<file path="src/rtl/state_arb_pkg.sv">
// state_arb_pkg: shared definitions for the game-state RAM arbiter.
//   - Default geometry of the game-state RAM, shared with the VGA top and game logic.
//   - FSM state encoding for the arbiter's game-side FSM.
package state_arb_pkg;

   localparam int unsigned DefAddrW = 10;
   localparam int unsigned DefDataW = 8;
   localparam int unsigned DefDepth = 1024;

   typedef enum logic [1:0] {
      StIdle,
      StAck,
      StClear
   } arb_state_e;

endpackage

</file>
<file path="src/rtl/state_ram_clear_seq.sv">
// state_ram_clear_seq: board-clear sequencer for the game-state RAM.
// Walks an index from 0 to DEPTH-1, requesting one write per cycle unless stalled by a VGA
// read. Only instantiated when STATE_RAM_ARB_CLEAR_EN is defined.
// Ports:
//   clk, reset  - clock, asynchronous active-low reset
//   start       - begin a clear (ignored while busy)
//   stall       - VGA read owns the RAM this cycle
//   busy        - clear in progress
//   done        - one-cycle pulse in the cycle the last word is written
//   wr_en       - write CLEAR_VALUE at idx this cycle
//   idx         - current clear index
module state_ram_clear_seq
   import state_arb_pkg::*;
#(
   parameter int unsigned ADDR_W = DefAddrW,
   parameter int unsigned DEPTH  = DefDepth
) (
   input  logic              clk,
   input  logic              reset,
   input  logic              start,
   input  logic              stall,
   output logic              busy,
   output logic              done,
   output logic              wr_en,
   output logic [ADDR_W-1:0] idx
);

   logic              busy_q, busy_d;
   logic [ADDR_W-1:0] idx_q, idx_d;
   logic              last;

   always_comb begin
      wr_en  = busy_q & ~stall;
      last   = (idx_q == ADDR_W'(DEPTH - 1));
      done   = wr_en & last;
      busy_d = busy_q;
      idx_d  = idx_q;
      if (start && !busy_q) begin
         busy_d = 1'b1;
      end
      if (wr_en) begin
         if (last) begin
            busy_d = 1'b0;
            idx_d  = '0;
         end else begin
            idx_d = idx_q + 1'b1;
         end
      end
   end

   always_ff @(posedge clk or negedge reset) begin
      if (!reset) begin
         busy_q <= 1'b0;
         idx_q  <= '0;
      end else begin
         busy_q <= busy_d;
         idx_q  <= idx_d;
      end
   end

   assign busy = busy_q;
   assign idx  = idx_q;

endmodule

</file>
<file path="src/rtl/state_ram_arbiter.sv">
// state_ram_arbiter: shares the single-port synchronous-read game-state RAM between the VGA
// pixel pipeline (absolute priority, never stalled) and the snake game-logic engine.
// Optional board-clear sequencer built when macro STATE_RAM_ARB_CLEAR_EN is defined; otherwise
// clear_start is ignored and clear_busy/clear_done are tied low.
// Ports:
//   clk, reset                      - clock, asynchronous active-low reset
//   vga_re, vga_raddr, vga_rdata    - VGA read port, data valid the cycle after vga_re
//   game_req/we/addr/wdata          - game request, held until game_ack
//   game_ack, game_rdata            - completion pulse and read data (held until next read)
//   clear_start/busy/done           - board clear control and status
//   mem_en/we/addr/wdata, mem_rdata - RAM port
module state_ram_arbiter
   import state_arb_pkg::*;
#(
   parameter int unsigned      ADDR_W      = DefAddrW,
   parameter int unsigned      DATA_W      = DefDataW,
   parameter int unsigned      DEPTH       = DefDepth,
   parameter logic [DATA_W-1:0] CLEAR_VALUE = '0
) (
   input  logic              clk,
   input  logic              reset,
   input  logic              vga_re,
   input  logic [ADDR_W-1:0] vga_raddr,
   output logic [DATA_W-1:0] vga_rdata,
   input  logic              game_req,
   input  logic              game_we,
   input  logic [ADDR_W-1:0] game_addr,
   input  logic [DATA_W-1:0] game_wdata,
   output logic              game_ack,
   output logic [DATA_W-1:0] game_rdata,
   input  logic              clear_start,
   output logic              clear_busy,
   output logic              clear_done,
   output logic              mem_en,
   output logic              mem_we,
   output logic [ADDR_W-1:0] mem_addr,
   output logic [DATA_W-1:0] mem_wdata,
   input  logic [DATA_W-1:0] mem_rdata
);

   arb_state_e        state_q, state_d;
   logic              grant;
   logic              rd_pend_q;  // previous cycle's RAM read belonged to the game
   logic [DATA_W-1:0] hold_q;
   logic              clr_req, clr_start_seq, clr_wr, clr_busy, clr_done;
   logic [ADDR_W-1:0] clr_idx;

`ifdef STATE_RAM_ARB_CLEAR_EN
   logic pend_q, pend_d;

   // A clear_start arriving during the ack cycle is remembered for the next idle cycle.
   always_comb begin
      pend_d = pend_q;
      if (state_q == StAck && clear_start) begin
         pend_d = 1'b1;
      end else if (clr_start_seq) begin
         pend_d = 1'b0;
      end
   end

   always_ff @(posedge clk or negedge reset) begin
      if (!reset) begin
         pend_q <= 1'b0;
      end else begin
         pend_q <= pend_d;
      end
   end

   assign clr_req = pend_q | clear_start;

   state_ram_clear_seq #(
      .ADDR_W(ADDR_W),
      .DEPTH (DEPTH)
   ) u_clear_seq (
      .clk  (clk),
      .reset(reset),
      .start(clr_start_seq),
      .stall(vga_re),
      .busy (clr_busy),
      .done (clr_done),
      .wr_en(clr_wr),
      .idx  (clr_idx)
   );
`else
   logic        unused_clear;
   logic [31:0] unused_depth;

   assign clr_req      = 1'b0;
   assign clr_wr       = 1'b0;
   assign clr_busy     = 1'b0;
   assign clr_done     = 1'b0;
   assign clr_idx      = '0;
   assign unused_clear = clear_start ^ clr_start_seq;
   assign unused_depth = DEPTH;
`endif

   always_comb begin
      state_d       = state_q;
      grant         = 1'b0;
      clr_start_seq = 1'b0;
      unique case (state_q)
         StIdle: begin
            if (clr_req) begin
               state_d       = StClear;
               clr_start_seq = 1'b1;
            end else if (game_req && !vga_re) begin
               grant   = 1'b1;
               state_d = StAck;
            end
         end
         StAck:   state_d = StIdle;  // no grant here: a still-high game_req is not re-served
         StClear: if (clr_done) state_d = StIdle;
         default: state_d = StIdle;
      endcase
   end

   always_ff @(posedge clk or negedge reset) begin
      if (!reset) begin
         state_q   <= StIdle;
         rd_pend_q <= 1'b0;
         hold_q    <= '0;
      end else begin
         state_q   <= state_d;
         rd_pend_q <= grant & ~game_we;
         if (rd_pend_q) begin
            hold_q <= mem_rdata;
         end
      end
   end

   // VGA wins the port outright; clear writes and game grants only use cycles it leaves free.
   always_comb begin
      mem_en    = vga_re | clr_wr | grant;
      mem_we    = ~vga_re & (clr_wr | (grant & game_we));
      mem_addr  = '0;
      mem_wdata = '0;
      if (vga_re) begin
         mem_addr = vga_raddr;
      end else if (clr_wr) begin
         mem_addr  = clr_idx;
         mem_wdata = CLEAR_VALUE;
      end else if (grant) begin
         mem_addr = game_addr;
         if (game_we) begin
            mem_wdata = game_wdata;
         end
      end
   end

   assign vga_rdata  = mem_rdata;
   assign game_ack   = (state_q == StAck);
   assign game_rdata = rd_pend_q ? mem_rdata : hold_q;
   assign clear_busy = clr_busy;
   assign clear_done = clr_done;

endmodule

</file>
<file path="config.mk">
export PLATFORM = sky130hd
export DESIGN_NAME = state_ram_arbiter
export DESIGN_NICKNAME = d
export VERILOG_FILES = /design/src/rtl/state_arb_pkg.sv /design/src/rtl/state_ram_clear_seq.sv /design/src/rtl/state_ram_arbiter.sv
export SDC_FILE = /design/constraint.sdc
export NUM_CORES = 1
export LEC_CHECK = 0
export CAP_MARGIN = 5
export CORE_UTILIZATION = 29
export DETAILED_ROUTE_END_ITERATION = 7
export PLACE_DENSITY = 0.95
export REMOVE_ABC_BUFFERS = 1
export SYNTH_ARGS = -nofsm -noshare
export SYNTH_HDL_FRONTEND = slang
export SYNTH_SLANG_ARGS = --single-unit
</file>
<file path="constraint.sdc">
create_clock -name clk -period 2.45 [get_ports clk]
set_clock_uncertainty 0.15 [all_clocks]
set_input_delay 0.49 -clock clk [delete_from_list [all_inputs] [get_ports clk]]
set_output_delay 0.49 -clock clk [all_outputs]
set_load 0.03 [all_outputs]
</file>
==> reports/metrics.yaml <==
sta:
  hold_violations: 0
  drv_slew: 0
  rsz0062_at_grt: "false"
  layout_min_cycle_time_ps: 2300
  finalCritPeriodShare_pct: 94.0
  whs_ps: 327
  setup_violations: 0
  fmax_mhz: 434
  layout_setup_ws_ps: 148
global_routing:
  grt_overflow: 0
  antenna_found_initial: 0
  grt_pass1_vias: 714
  grt_pass1_wl_mm: 2.98
  grtUsageTotal_pct: 14.9
  grt_max_degree: 24
pwr:
  p_leak_nw: 0.624
  ir_worst_vdd_mv: 0.303
  p_total_uw: 667
  p_per_area_nw_per_um2: 485
die:
  dieHeight_um: 50.8
  rows: 17
  start_util_pct: 31.0
  num_io_pins: 81
  die-area_um2: 2590
  fp.dieW_um: 50.8
  core-area_um2: 2230
detailed_routing:
  met1_length_um: 703
  wl_met2_mm: 1.05
  drt_wl_total_mm: 1.86
  drc: 0
  ant_nets: 0
  drt_iter0_markers: 6
  dr_wl_met3_um: 104
  drt-pass1-iter-count: 2
  wire_per_inst_um: 10.8
  routed-via-count: 746
  vias_per_cell: 4.31
  dr.max_layer_used: "met3"
setup_path:
  rrSetupSlack_ps: 1260
  required_ps: 1810
  r2r_start: "rd_pend_q"
  worstRegToRegCells: 1
  crit_arrival_ps: 1660
  cp_max_fo: 13
  r2r-end: "hold_q[1]"
  cp-start-kind: "input port"
  crit_path_end_kind: "output pin"
  worstSetupPathType: "input port to output pin"
flow_run:
  maxCapViolCount: 0
cells_and_area:
  syn2layout_area_growth_pct: 98.9
  n_fill_cell: 190
  seqCellArea_um2: 250
  layout_commonest_cell: "clkdlybuf4s50_1"
  nets: 188
  design_area_um2: 1380
  n_antenna_cell: 0
  drive_above_1_share_pct: 17.9
  most-common-layout-cells: "clkdlybuf4s50_1, buf_4, nand2b_1"
  multi_input_area_um2: 337
synthesis:
  synthSimpleGateAreaFrac_pct: 27.3
  synth_area_um2: 692
  postSynthCellCount: 77
  synthTopCellsByArea: "dfrtp_1, mux2_1, buf_4"
  synthAdderAreaFrac_pct: 0
  synthMuxAreaShare_pct: 13.0
  ys_types: 13
  yosysSeqAreaShare_pct: 36.2
  synth_top_area_cell: "dfrtp_1"
  synth-compound-area-share_pct: 7.23
  synth-seq-cells: 10
  synth_area_per_cell_um2: 8.99
  synth_top_area_share_pct: 36.2
  synthXorXnorAreaFrac_pct: 0
  synth_top_family_by_area: "simple AND/OR/NAND/NOR gates"
  yosys_warnings: 0
clocking:
  cts-htree-levels: 1
  post_cts_resized: 8
  cts_made_buffers: 3
  post_cts_buffers: 0
  clk_transition_reported_paths_ps: 60
  cts_tree: "done"
  cts_sinks: 10
  clockBufferDepth: 2
  ctsHoldBuffers: 0
  clock_latency_ps: 250
  ctsRootBufferMaster: "clkbuf_4"
place:
  hpwl_mm: 1.57
  place_area_um2: 1350
  io_buffers: 77
  place_ws_ps: -33.2
  finalWeightedCongestion: 0.663
hold_path:
  min_to: "hold_q[3]"
  worstHoldStart: "hold_q[3]"
  whs_path_depth: 1
  min_path_type: "flip-flop to flip-flop"
outcome:
  outcome: "completed"
==> synthesized netlist by cell type <==
cell type / number
nand2b_1: 12
buf_4: 11
dfrtp_1: 10
nand2_1: 10
o21ai_1: 10
and2_1: 8
mux2_1: 8
buf_2: 3
and4bb_1: 1
buf_6: 1
conb_1: 1
nor2_1: 1
nor3_2: 1
==> critical path, stage by stage <==
cell and delay [ps]:
clkdlybuf4s50_1 470, nand2b_1 270, o21ai_1 250, buf_4 180
==> layout make-up <==
class | instances | area share [%]
clock buffer | 4 | 2.64
multi-input combinational | 53 | 24.5
sequential | 10 | 18.2
tap | 28 | 2.55
timing repair buffer | 78 | 52.2
==> power breakdown <==
group          internal, mW  switching [mW]  leakage, nW
clock                0.0899          0.0510       0.0210
combinational         0.145           0.178        0.481
sequential            0.195         0.00871        0.122
==> how the worst max path moves through the flow <==
stage | from | to | slack, ps | cells past startpoint
after floorplan | state_q[0] | mem_wdata[0] | 390 | 2
after global placement | mem_rdata[3] | game_rdata[3] | -10 | 3
after detailed placement | mem_rdata[2] | game_rdata[2] | -30 | 3
after CTS | game_req | mem_addr[2] | 130 | 4
after global routing | game_req | mem_addr[3] | 50 | 4
final | game_req | mem_addr[9] | 150 | 4
==> metrics by stage <==
step	utilization, %	std cells	setup TNS, ps
4_1_cts	61.6	173	0
2_1_floorplan	-	63	0
5_1_grt	61.6	173	0
3_5_place_dp	60.4	169	-185
3_3_place_gp	60.4	169	-30.8
6_report	61.6	173	0
==> state kept, by name, indices dropped and copies added, names as in the netlist <==
signal     count
hold_q         8
rd_pend_q      1
state_q        1
==> logic make-up after synthesis <==
logic type,count (synthesis)
compound gates,10
buf+inv,15
flops,10
mux,8
other cells,1
simple gates,33
==> routing by layer <==
metal	up-vias	global-route usage [%]
li1	371	-
met1	344	15.7
met2	31	30.2
met3	0	1.79
met4	0	4.17
met5	-	0
No activity file was read; power rests on OpenSTA's default activity.
